[config.mk]
export PLATFORM = sky130hd
export DESIGN_NAME = load_store_unit
export DESIGN_NICKNAME = d
export VERILOG_FILES = /design/src/rtl/load_store_unit.sv
export SDC_FILE = /design/constraint.sdc
export NUM_CORES = 1
export LEC_CHECK = 0
export CORE_MARGIN = 2
export CORE_UTILIZATION = 40
export CTS_CLUSTER_DIAMETER = 60
export CTS_CLUSTER_SIZE = 20
export DETAILED_ROUTE_END_ITERATION = 10
export GPL_ROUTABILITY_DRIVEN = 0
export PLACE_DENSITY = 0.67
export REMOVE_ABC_BUFFERS = 1
export SLEW_MARGIN = 15
export SYNTH_ARGS = -nofsm -noshare
export SYNTH_HDL_FRONTEND = slang
export SYNTH_SLANG_ARGS = --single-unit
[constraint.sdc]
create_clock -name clk -period 3.2 [get_ports clk]
set_input_delay 0.32 -clock clk [delete_from_list [all_inputs] [get_ports clk]]
set_output_delay 0.32 -clock clk [all_outputs]
set_load 0.01 [all_outputs]
[src/rtl/load_store_unit.sv]
// Load/store unit between execute and data memory: one request at a time, aligned accesses in one
// memory cycle, misaligned accesses split into byte accesses, sign/zero-extended load results.
module load_store_unit #(
  parameter int DATA_WIDTH  = 32,
  parameter bit MISALIGN_EN = 1'b1
) (
  input  logic                  clk,
  input  logic                  rst,
  input  logic                  req_valid_i,
  output logic                  req_ready_o,
  input  logic                  req_we_i,
  input  logic [2:0]            funct3_i,
  input  logic [DATA_WIDTH-1:0] addr_i,
  input  logic [DATA_WIDTH-1:0] wdata_i,
  output logic                  resp_valid_o,
  output logic                  resp_err_o,
  output logic [DATA_WIDTH-1:0] resp_rdata_o,
  output logic                  mem_we_o,
  output logic [2:0]            mem_funct3_o,
  output logic [DATA_WIDTH-1:0] mem_addr_o,
  output logic [DATA_WIDTH-1:0] mem_wdata_o,
  input  logic [DATA_WIDTH-1:0] mem_rdata_i
);

  typedef enum logic [1:0] {
    IDLE,
    ACCESS,
    RESP
  } state_t;

  state_t r_state;
  state_t w_nextState;

  logic                  r_we;
  logic [2:0]            r_funct3;
  logic [DATA_WIDTH-1:0] r_addr;
  logic [DATA_WIDTH-1:0] r_wdata;
  logic [1:0]            r_cnt;
  logic                  r_misal;
  logic                  r_err;
  logic [DATA_WIDTH-1:0] r_asm;
  logic [DATA_WIDTH-1:0] r_rdata;

  logic                  w_accept;
  logic                  w_reqLegal;
  logic                  w_reqMisal;
  logic                  w_reqErr;
  logic [1:0]            w_sizeM1;
  logic                  w_lastBeat;
  logic [DATA_WIDTH-1:0] w_accAddr;
  logic [7:0]            w_laneByte;
  logic [7:0]            w_storeByte;
  logic [DATA_WIDTH-1:0] w_asmNext;
  logic [DATA_WIDTH-1:0] w_raw;
  logic [DATA_WIDTH-1:0] w_loadResult;

  assign w_accept = req_valid_i && req_ready_o;

  // Request decode: legality by direction, alignment by access size
  always_comb begin
    w_reqLegal = 1'b0;
    w_reqMisal = 1'b0;
    if (req_we_i) begin
      w_reqLegal = (funct3_i == 3'b000) || (funct3_i == 3'b001) || (funct3_i == 3'b010);
    end else begin
      w_reqLegal = (funct3_i == 3'b000) || (funct3_i == 3'b001) || (funct3_i == 3'b010) ||
                   (funct3_i == 3'b100) || (funct3_i == 3'b101);
    end
    case (funct3_i[1:0])
      2'b01:   w_reqMisal = addr_i[0];
      2'b10:   w_reqMisal = (addr_i[1:0] != 2'b00);
      default: w_reqMisal = 1'b0;
    endcase
    w_reqErr = !w_reqLegal || (w_reqMisal && !MISALIGN_EN);
  end

  always_comb begin
    case (r_funct3[1:0])
      2'b01:   w_sizeM1 = 2'd1;
      2'b10:   w_sizeM1 = 2'd3;
      default: w_sizeM1 = 2'd0;
    endcase
    w_lastBeat = !r_misal || (r_cnt == w_sizeM1);
  end

  always_ff @(posedge clk) begin
    if (rst) begin
      r_state <= IDLE;
    end else begin
      r_state <= w_nextState;
    end
  end

  always_comb begin
    w_nextState = r_state;
    case (r_state)
      IDLE:    if (w_accept) w_nextState = w_reqErr ? RESP : ACCESS;
      ACCESS:  if (w_lastBeat) w_nextState = RESP;
      RESP:    w_nextState = IDLE;
      default: w_nextState = IDLE;
    endcase
  end

  // Misaligned beats walk a byte pointer with 32-bit wrap; aligned beats use the request as is
  always_comb begin
    w_accAddr = r_misal ? (r_addr + {{(DATA_WIDTH-2){1'b0}}, r_cnt}) : r_addr;
    case (w_accAddr[1:0])
      2'd0:    w_laneByte = mem_rdata_i[7:0];
      2'd1:    w_laneByte = mem_rdata_i[15:8];
      2'd2:    w_laneByte = mem_rdata_i[23:16];
      default: w_laneByte = mem_rdata_i[31:24];
    endcase
    case (r_cnt)
      2'd0:    w_storeByte = r_wdata[7:0];
      2'd1:    w_storeByte = r_wdata[15:8];
      2'd2:    w_storeByte = r_wdata[23:16];
      default: w_storeByte = r_wdata[31:24];
    endcase
    case (r_cnt)
      2'd0:    w_asmNext = r_asm | {24'b0, w_laneByte};
      2'd1:    w_asmNext = r_asm | {16'b0, w_laneByte, 8'b0};
      2'd2:    w_asmNext = r_asm | {8'b0, w_laneByte, 16'b0};
      default: w_asmNext = r_asm | {w_laneByte, 24'b0};
    endcase
  end

  always_comb begin
    if (r_misal) begin
      w_raw = w_asmNext;
    end else begin
      case (r_funct3[1:0])
        2'b00:   w_raw = {24'b0, w_laneByte};
        2'b01:   w_raw = r_addr[1] ? {16'b0, mem_rdata_i[31:16]} : {16'b0, mem_rdata_i[15:0]};
        default: w_raw = mem_rdata_i;
      endcase
    end
    case (r_funct3)
      3'b000:  w_loadResult = {{24{w_raw[7]}}, w_raw[7:0]};
      3'b001:  w_loadResult = {{16{w_raw[15]}}, w_raw[15:0]};
      3'b100:  w_loadResult = {24'b0, w_raw[7:0]};
      3'b101:  w_loadResult = {16'b0, w_raw[15:0]};
      default: w_loadResult = w_raw;
    endcase
  end

  always_ff @(posedge clk) begin
    if (rst) begin
      r_we     <= 1'b0;
      r_funct3 <= 3'b000;
      r_addr   <= '0;
      r_wdata  <= '0;
      r_cnt    <= 2'd0;
      r_misal  <= 1'b0;
      r_err    <= 1'b0;
      r_asm    <= '0;
      r_rdata  <= '0;
    end else if (w_accept) begin
      r_we     <= req_we_i;
      r_funct3 <= funct3_i;
      r_addr   <= addr_i;
      r_wdata  <= wdata_i;
      r_cnt    <= 2'd0;
      r_misal  <= w_reqMisal && !w_reqErr;
      r_err    <= w_reqErr;
      r_asm    <= '0;
      r_rdata  <= '0;
    end else if (r_state == ACCESS) begin
      r_cnt <= r_cnt + 2'd1;
      r_asm <= w_asmNext;
      if (w_lastBeat && !r_we) begin
        r_rdata <= w_loadResult;
      end
    end
  end

  // Everything is gated by rst so a reset cycle never writes memory or pulses a response
  always_comb begin
    req_ready_o  = (r_state == IDLE) && !rst;
    resp_valid_o = (r_state == RESP) && !rst;
    resp_err_o   = resp_valid_o && r_err;
    resp_rdata_o = resp_valid_o ? r_rdata : '0;
    mem_we_o     = 1'b0;
    mem_funct3_o = 3'b000;
    mem_addr_o   = '0;
    mem_wdata_o  = '0;
    if ((r_state == ACCESS) && !rst) begin
      mem_we_o     = r_we;
      mem_funct3_o = r_misal ? 3'b000 : r_funct3;
      mem_addr_o   = w_accAddr;
      if (r_misal) begin
        mem_wdata_o = {4{w_storeByte}};
      end else begin
        case (r_funct3[1:0])
          2'b00:   mem_wdata_o = {4{r_wdata[7:0]}};
          2'b01:   mem_wdata_o = {2{r_wdata[15:0]}};
          default: mem_wdata_o = r_wdata;
        endcase
      end
    end
  end

endmodule

==> results.md, run 1 <==
* Total area of sequential cells at approximately 0.0028 mm²
* Fin. Hold Viols at 0
* Reg-to-reg startpoint: r_cnt[0]
* Most common cell in the netlist: nand2_1
* Commonest cells in the netlist: nand2_1, dfxtp_1, o21ai_0, nor2_1, a21oi_1
* Clock buffer count from CTS at 17
* Total GRT Usage at 0.260
* Synthesized area per cell at ~7.5 µm²
* Critical path data required time at between 2000 and 3000 ps
* P_int at around 3.4 mW
* Fin crit period at between 3000 and 4000 ps
* Largest net degree at the start of global routing at 65
* CP endpoint kind: output port
* R2R cell count at 9
* MaxCap Viol Count at 0
* 1st-pass router iterations at 7
* DRC at 0
* Max Buffers Root-to-Sink at 2
* Via count at ~9000
* CTS tree: done
* Non-filler cells in the finished layout at 1583
* Top Ports at between 200 and 250
* Share of cells above drive strength 1 at 0.0979
* Dpl cells at 1547
* Psw at 1.31 mW
* Total global routing overflow at 0
* Comb pwr share at 0.162
* Setup_tns at 0 ps
* PD cells at slightly above 400 mW/mm²
* P_leak at 4.08 nW
* Period utilization at 0.968
* First-pass GRT wire length at ~45 mm
* Mapped cell area at between 0.008 and 0.009 mm²
* Worst hold path depth at 2
* Worst hold margin at roughly 240 ps
* Core Rows at 53
* Fin area at between 0.01 and 0.015 mm²
* CP startpoint kind: flip-flop
* Hold Path Sink: r_state[0]
* Vias in the first global route at ~8400
* Status: finished, final reports clean
* Nets at 1411
* Largest cells by area after synthesis: dfxtp_1, o21ai_0, nand2_1
* Die W at between 100 and 150 µm
* Peak supply drop at about 0.40 mV
* Worst skew pair latency at 430 ps
* Relative slew slack at 0.317
* Unrepaired setup endpoints after global routing: false
* Synth Register Bits at approximately 140
* Clock edge transition at the registers on the reported setup and hold paths at ~60 ps
* Via density at between 5 and 6
* Final setup violation count at 0
* Clock sink total at 138
* Area fraction of the dominant cell type after synthesis at 0.328
* Iteration-0 DRC Markers at around 860
* Largest area contributor in the netlist: dfxtp_1
* Htree depth at 4
* WL/cell at 18.8 µm
* Top FF cell, synth: dfxtp_1
* I/O Buffers at a little over 200
* Synth unique cells at 67
* Clock share of power at 0.435
* Die area at roughly 0.022 mm²
* Number of synthesized flops with an enable pin at 0
* Slew @ Worst Pin at between 900 and 1000 ps
* Cells after Synth at 1122
* Filler cells at slightly below 2000
* Placed inst area at around 0.011 mm²
* Multi-input logic area at 0.00523 mm²
* Clock root buffer: clkbuf_16
* Flop pwr share at 0.403
* Initial antenna violation count at 1
* DP HPWL at roughly 21 mm
* Seq/Total Area, Yosys at 0.328
* Switch share at 0.280
* Total Wirelength at approximately 30 mm
* FF-to-FF setup slack at roughly 400 ps
* CP Data Arrival Time at around 2800 ps
* DIE HEIGHT at ~150 µm
* Setup Skew at around 8.6 ps
* Crit path kind: flip-flop to output port
* Yosys warns at 0
* Hold Path Class: primary input to flip-flop
* Final ANT Viol Nets at 0
* Syn-to-layout area delta at 35.3%
* Fmax at 323 MHz
* Hold Crit Start: rst
* Max Slew Vio Count at 0
* Critical Path Fanout Max at 17
* Async S/R FF share, synth at 0
* Core Area at ~0.021 mm²
* Starting Density at 0.404
* RR Endpoint: r_rdata[18]
-- worst max-delay path: stages, from the launching register on --
cell,delay [ps]
dfxtp_1,310
buf_4,190
ha_1,310
a21oi_2,90
nor3b_2,260
nand4_1,270
nor3_2,200
xnor2_1,90
nor2_1,90
clkdlybuf4s50_1,540
-- flip-flops by register name, indices dropped and copies added (netlist names) --
| register | count |
|---|---|
| r_addr | 32 |
| r_asm | 32 |
| r_rdata | 32 |
| r_wdata | 32 |
| r_funct3 | 3 |
| r_cnt | 2 |
| r_state | 2 |
| r_err | 1 |
| r_misal | 1 |
| r_we | 1 |
-- power by group through the flow --
stage / clock network [mW] / logic, mW / registers [mW]
6_report: 2.03 / 0.755 / 1.88
5_1_grt: 2.13 / 0.811 / 1.89
4_1_cts: 2.05 / 0.738 / 1.88
3_5_place_dp: 0 / 0.734 / 1.91
3_3_place_gp: 0 / 0.727 / 1.91
2_1_floorplan: 0 / 0.383 / 1.90
-- layer usage --
layer | track usage | part of all wire
met1 | 0.334 | 0.42
met2 | 0.408 | 0.45
met3 | 0.0713 | 0.092
met4 | 0.118 | 0.036
met5 | 0 | 0
-- cell families after synthesis --
group | synth area share
AOI/OAI and AO/OA | 0.280
DFF | 0.328
xor gates and xnor gates | 0.0250
adders and majority gates | 0.0202
buffers and inverters | 0.0564
and+or+nand+nor | 0.274
muxes | 0.0164
-- through the flow --
step	utilization	setup slack (ps)	power (mW)
final	0.547	101	4.67
after floorplan	-	-882	2.28
after global routing	0.547	13.6	4.83
after detailed placement	0.514	246	2.65
after CTS	0.543	1.67	4.67
after global placement	0.514	271	2.64
-- cell usage in the layout, fill, tap and decap left out, drive strengths merged, types with 5 or more instances in the layout --
| cell | instances |
|---|---|
| a21o | 7 |
| ha | 12 |
| o21bai | 9 |
| nand2b | 72 |
| dfxtp | 138 |
| nor2 | 106 |
| o21ai | 121 |
| mux2i | 7 |
| a222oi | 14 |
| xnor2 | 5 |
| inv | 17 |
| a21boi | 9 |
| buf | 40 |
| xor2 | 19 |
| clkinvlp | 6 |
| dlygate4sd2 | 8 |
| nor3 | 8 |
| nand2 | 144 |
| nor2b | 6 |
| a221oi | 13 |
| clkdlybuf4s50 | 186 |
| clkbuf | 19 |
| and3 | 12 |
| mux2 | 6 |
| a21oi | 101 |
| dlymetal6s2s | 9 |
| o31ai | 11 |
| and2 | 44 |
| a221o | 5 |
| a22oi | 34 |
| or3 | 19 |
| nand4 | 6 |
| nor3b | 7 |
| nand3 | 16 |
| o32ai | 5 |
| a31oi | 15 |
-- how the worst max path moves through the flow --
stage	slack (ps)	cells past startpoint	end	startpoint
2_1_floorplan	-880	8	r_rdata[23]	r_funct3[1]
3_3_place_gp	270	9	mem_addr_o[30]	r_cnt[0]
3_5_place_dp	250	8	mem_addr_o[25]	r_addr[1]
4_1_cts	2	10	mem_addr_o[20]	r_cnt[0]
5_1_grt	10	9	mem_addr_o[10]	r_cnt[0]
6_report	100	9	mem_addr_o[31]	r_addr[1]
-- layout make-up --
type	instances	share of cell area
diodes	1	0.000220
clock buffers	18	0.0377
clock inverters	13	0.0148
inverters	15	0.00528
multi-input cells	878	0.460
flip-flops and latches	138	0.243
well taps	275	0.0302
repair buffers	244	0.208
repair inverters	1	0.000660
-- repair_timing --
action,4_1_cts,5_1_grt
hold buffers,0,0
gates resized for setup,14,22
buffers inserted,2,1
pin swaps,3,3
endpoints found under the setup margin,18,37
gates cloned,0,1
Note: power is estimated with default switching activity, not from simulation.
==> run 2: changes to the inputs <==
--- a/config.mk
+++ b/config.mk
@@ -6,12 +6,12 @@
 export NUM_CORES = 1
 export LEC_CHECK = 0
 export CORE_MARGIN = 2
-export CORE_UTILIZATION = 40
+export CORE_UTILIZATION = 51
 export CTS_CLUSTER_DIAMETER = 60
 export CTS_CLUSTER_SIZE = 20
 export DETAILED_ROUTE_END_ITERATION = 10
 export GPL_ROUTABILITY_DRIVEN = 0
-export PLACE_DENSITY = 0.67
+export PLACE_DENSITY = 0.82
 export REMOVE_ABC_BUFFERS = 1
 export SLEW_MARGIN = 15
 export SYNTH_ARGS = -nofsm -noshare
==> constraint.sdc (replaced) <==
create_clock -name clk -period 3.2 [get_ports clk]
set_input_delay 0.64 -clock clk [delete_from_list [all_inputs] [get_ports clk]]
set_output_delay 0.64 -clock clk [all_outputs]
set_load 0.01 [all_outputs]
==> results.md, run 2 (same netlist as run 1, synthesis figures left out) <==
* Status: finished, violations left
* Failing checks: setup timing
* Final setup violation count at 3 (+3)
* Top Ports at 206 (unchanged)
* Via count at 9405 (+4.3%)
* Commonest non-fill, non-tap cell in the layout: clkdlybuf4s50_1
* DIE HEIGHT at 132 µm (-11%)
* Max Slew Vio Count at 0 (unchanged)
* Non-filler cells in the finished layout at 1537 (-2.9%)
* Hold-fix buffer count after cts at 0 (unchanged)
* Core Rows at 46 (-13%)
* Iteration-0 DRC Markers at 1039 (+21%)
* Clock sink total at 138 (unchanged)
* Htree depth at 4 (unchanged)
* Relative slew slack at 0.316 (-0.000875)
* Total Wirelength at 29.1 mm (-2.5%)
* Initial antenna violation count at 1 (unchanged)
* Unrepaired setup endpoints after global routing: true
* Vias in the first global route at 8771 (+4.5%)
* Critical Path Fanout Max at 9 (-8)
* I/O Buffers at 205 (unchanged)
* Clock root buffer: clkbuf_16
* CP Data Arrival Time at 2620 ps (-160 ps)
* Starting Density at 0.526 (+0.122)
* Slowest cell on crit path: clkdlybuf4s50_1
* Crit path kind: flip-flop to output port
* Die W at 132 µm (-11%)
* Share of cells above drive strength 1 at 0.132 (+0.0345)
* Slack of the critical path at -61.4 ps (-163 ps)
* P_leak at 4.48 nW (+9.6%)
* Total global routing overflow at 0 (unchanged)
* Fin crit period at 3260 ps (+163 ps)
* Hold Path Sink: r_rdata[7]
* CP endpoint kind: output port
* Die area at 0.0175 mm² (-21%)
* Placed inst area at 0.0107 mm² (-0.18%)
* CP startpoint kind: flip-flop
* DRC at 0 (unchanged)
* Nets at 1424 (+0.92%)
* Hold Path Class: flip-flop to flip-flop
* RR Endpoint: r_rdata[11]
* MaxCap Viol Count at 0 (unchanged)
* Slowest cell delay on critical path at 580 ps (+40 ps)
* Final ANT Viol Nets at 0 (unchanged)
* FF-to-FF setup slack at 250 ps (-150 ps)
* Peak supply drop at 0.279 mV (-31%)
* Via density at 6.12 (+7.4%)
* Largest net degree at the start of global routing at 76 (+17%)
* Fmax at 307 MHz (-5.0%)
* Total GRT Usage at 0.317 (+0.0567)
* PD cells at 403 mW/mm² (-1.6%)
* Dpl cells at 1497 (-3.2%)
* Worst skew pair latency at 430 ps (about the same)
* CP bufs+invs at 3 (+1)
* Critical path data required time at 2560 ps (-320 ps)
* First-pass GRT wire length at 44.9 mm (-0.79%)
* Number of diodes at 0 (-1)
* Fin. Hold Viols at 0 (unchanged)
* Slew @ Worst Pin at 1020 ps (+22.0 ps)
* Max Buffers Root-to-Sink at 2 (unchanged)
* Clock edge transition at the registers on the reported setup and hold paths at 60 ps (about the same)
* WL/cell at 18.9 µm (+0.46%)
* Period utilization at 1.02 (+0.0509)
* 1st-pass router iterations at 8 (+1)
* Commonest non-fill, non-tap cells in the layout: clkdlybuf4s50_1, nand2_1, dfxtp_1, o21ai_0, nor2_1
* DP HPWL at 19.9 mm (-3.4%)
* Core Area at 0.0160 mm² (-23%)
* Fin area at 0.0115 mm² (+0.76%)
* Clock buffer count from CTS at 17 (unchanged)
* Syn-to-layout area delta at 36.3%
* Hold Crit Start: r_rdata[7]
* Reg-to-reg startpoint: r_addr[0]
* CTS tree: done
* Final Util at 0.717 (+0.170)
* Worst slack, placed at 26.3 ps (-219 ps)
* Setup Skew at 6.44 ps (-2.18 ps)
* R2R cell count at 9 (unchanged)
* Critical path, cell by cell: buf_4, inv_1, ha_4, a222oi_1, a21oi_1, o21bai_2, a31oi_1, clkdlybuf4s50_1
* Worst hold path depth at 2 (unchanged)
* CP delay by family, top: buffers and inverters
## run 2: repair_timing
| item | 4_1_cts | 5_1_grt |
|---|---|---|
| resized for setup | 60 | 73 |
| pin swaps | 4 | 13 |
| buffers inserted | 4 | 5 |
| endpoints found under the setup margin | 59 | 59 |
## run 2: stage by stage
step	power, mW	hold slack [ps]	TNS, ps
after floorplan	2.28	443	-79370
after global placement	2.64	459	0
after detailed placement	2.65	462	0
after CTS	4.59	471	0
after global routing	4.76	497	-1110
final	4.63	476	-91.1
## run 2: area by class of cell
| type | instances | area [µm²] |
|---|---|---|
| Inverter | 15 | 56.3 |
| Clock buffer | 21 | 470 |
| Timing Repair Buffer | 258 | 2450 |
| Fill cell | 1334 | 4530 |
| Multi-Input combinational cell | 878 | 5340 |
| Tap cell | 216 | 270 |
| Clock inverter | 11 | 120 |
| Sequential cell | 138 | 2770 |
## run 2: worst register-to-register path, stage by stage (launching register included)
cell and delay, ps:
dfxtp_2 330, ha_2 180, inv_1 60, fa_2 710, or3b_1 250, nand2_2 120, a222oi_1 710, o31ai_1 150
o211ai_1 210, a21oi_1 110
## run 2: power breakdown
| group | leakage [nW] | internal (mW) | switching [mW] | total [mW] |
|---|---|---|---|---|
| clock | 0.285 | 1.20 | 0.765 | 1.97 |
| sequential | 1.13 | 1.80 | 0.0871 | 1.89 |
| combinational | 3.06 | 0.345 | 0.428 | 0.773 |
| total | 4.48 | 3.35 | 1.28 | 4.63 |
## run 2: worst max path at each step
stage / slack [ps] / cells past startpoint / start / to
6_report: -60 / 8 / r_cnt[0] / mem_wdata_o[25]
5_1_grt: -180 / 8 / r_cnt[0] / mem_wdata_o[26]
4_1_cts: 0.6 / 8 / r_cnt[0] / mem_wdata_o[25]
3_5_place_dp: 30 / 9 / r_cnt[0] / mem_addr_o[12]
3_3_place_gp: 90 / 9 / r_addr[0] / mem_addr_o[30]
2_1_floorplan: -880 / 8 / r_funct3[1] / r_rdata[23]
## run 2: metal layers
layer	vias up	global-route usage	wire length, µm
li1	4341	-	-
met1	4382	0.401	11700
met2	593	0.512	13400
met3	87	0.0762	2940
met4	2	0.143	1090
met5	-	0	13
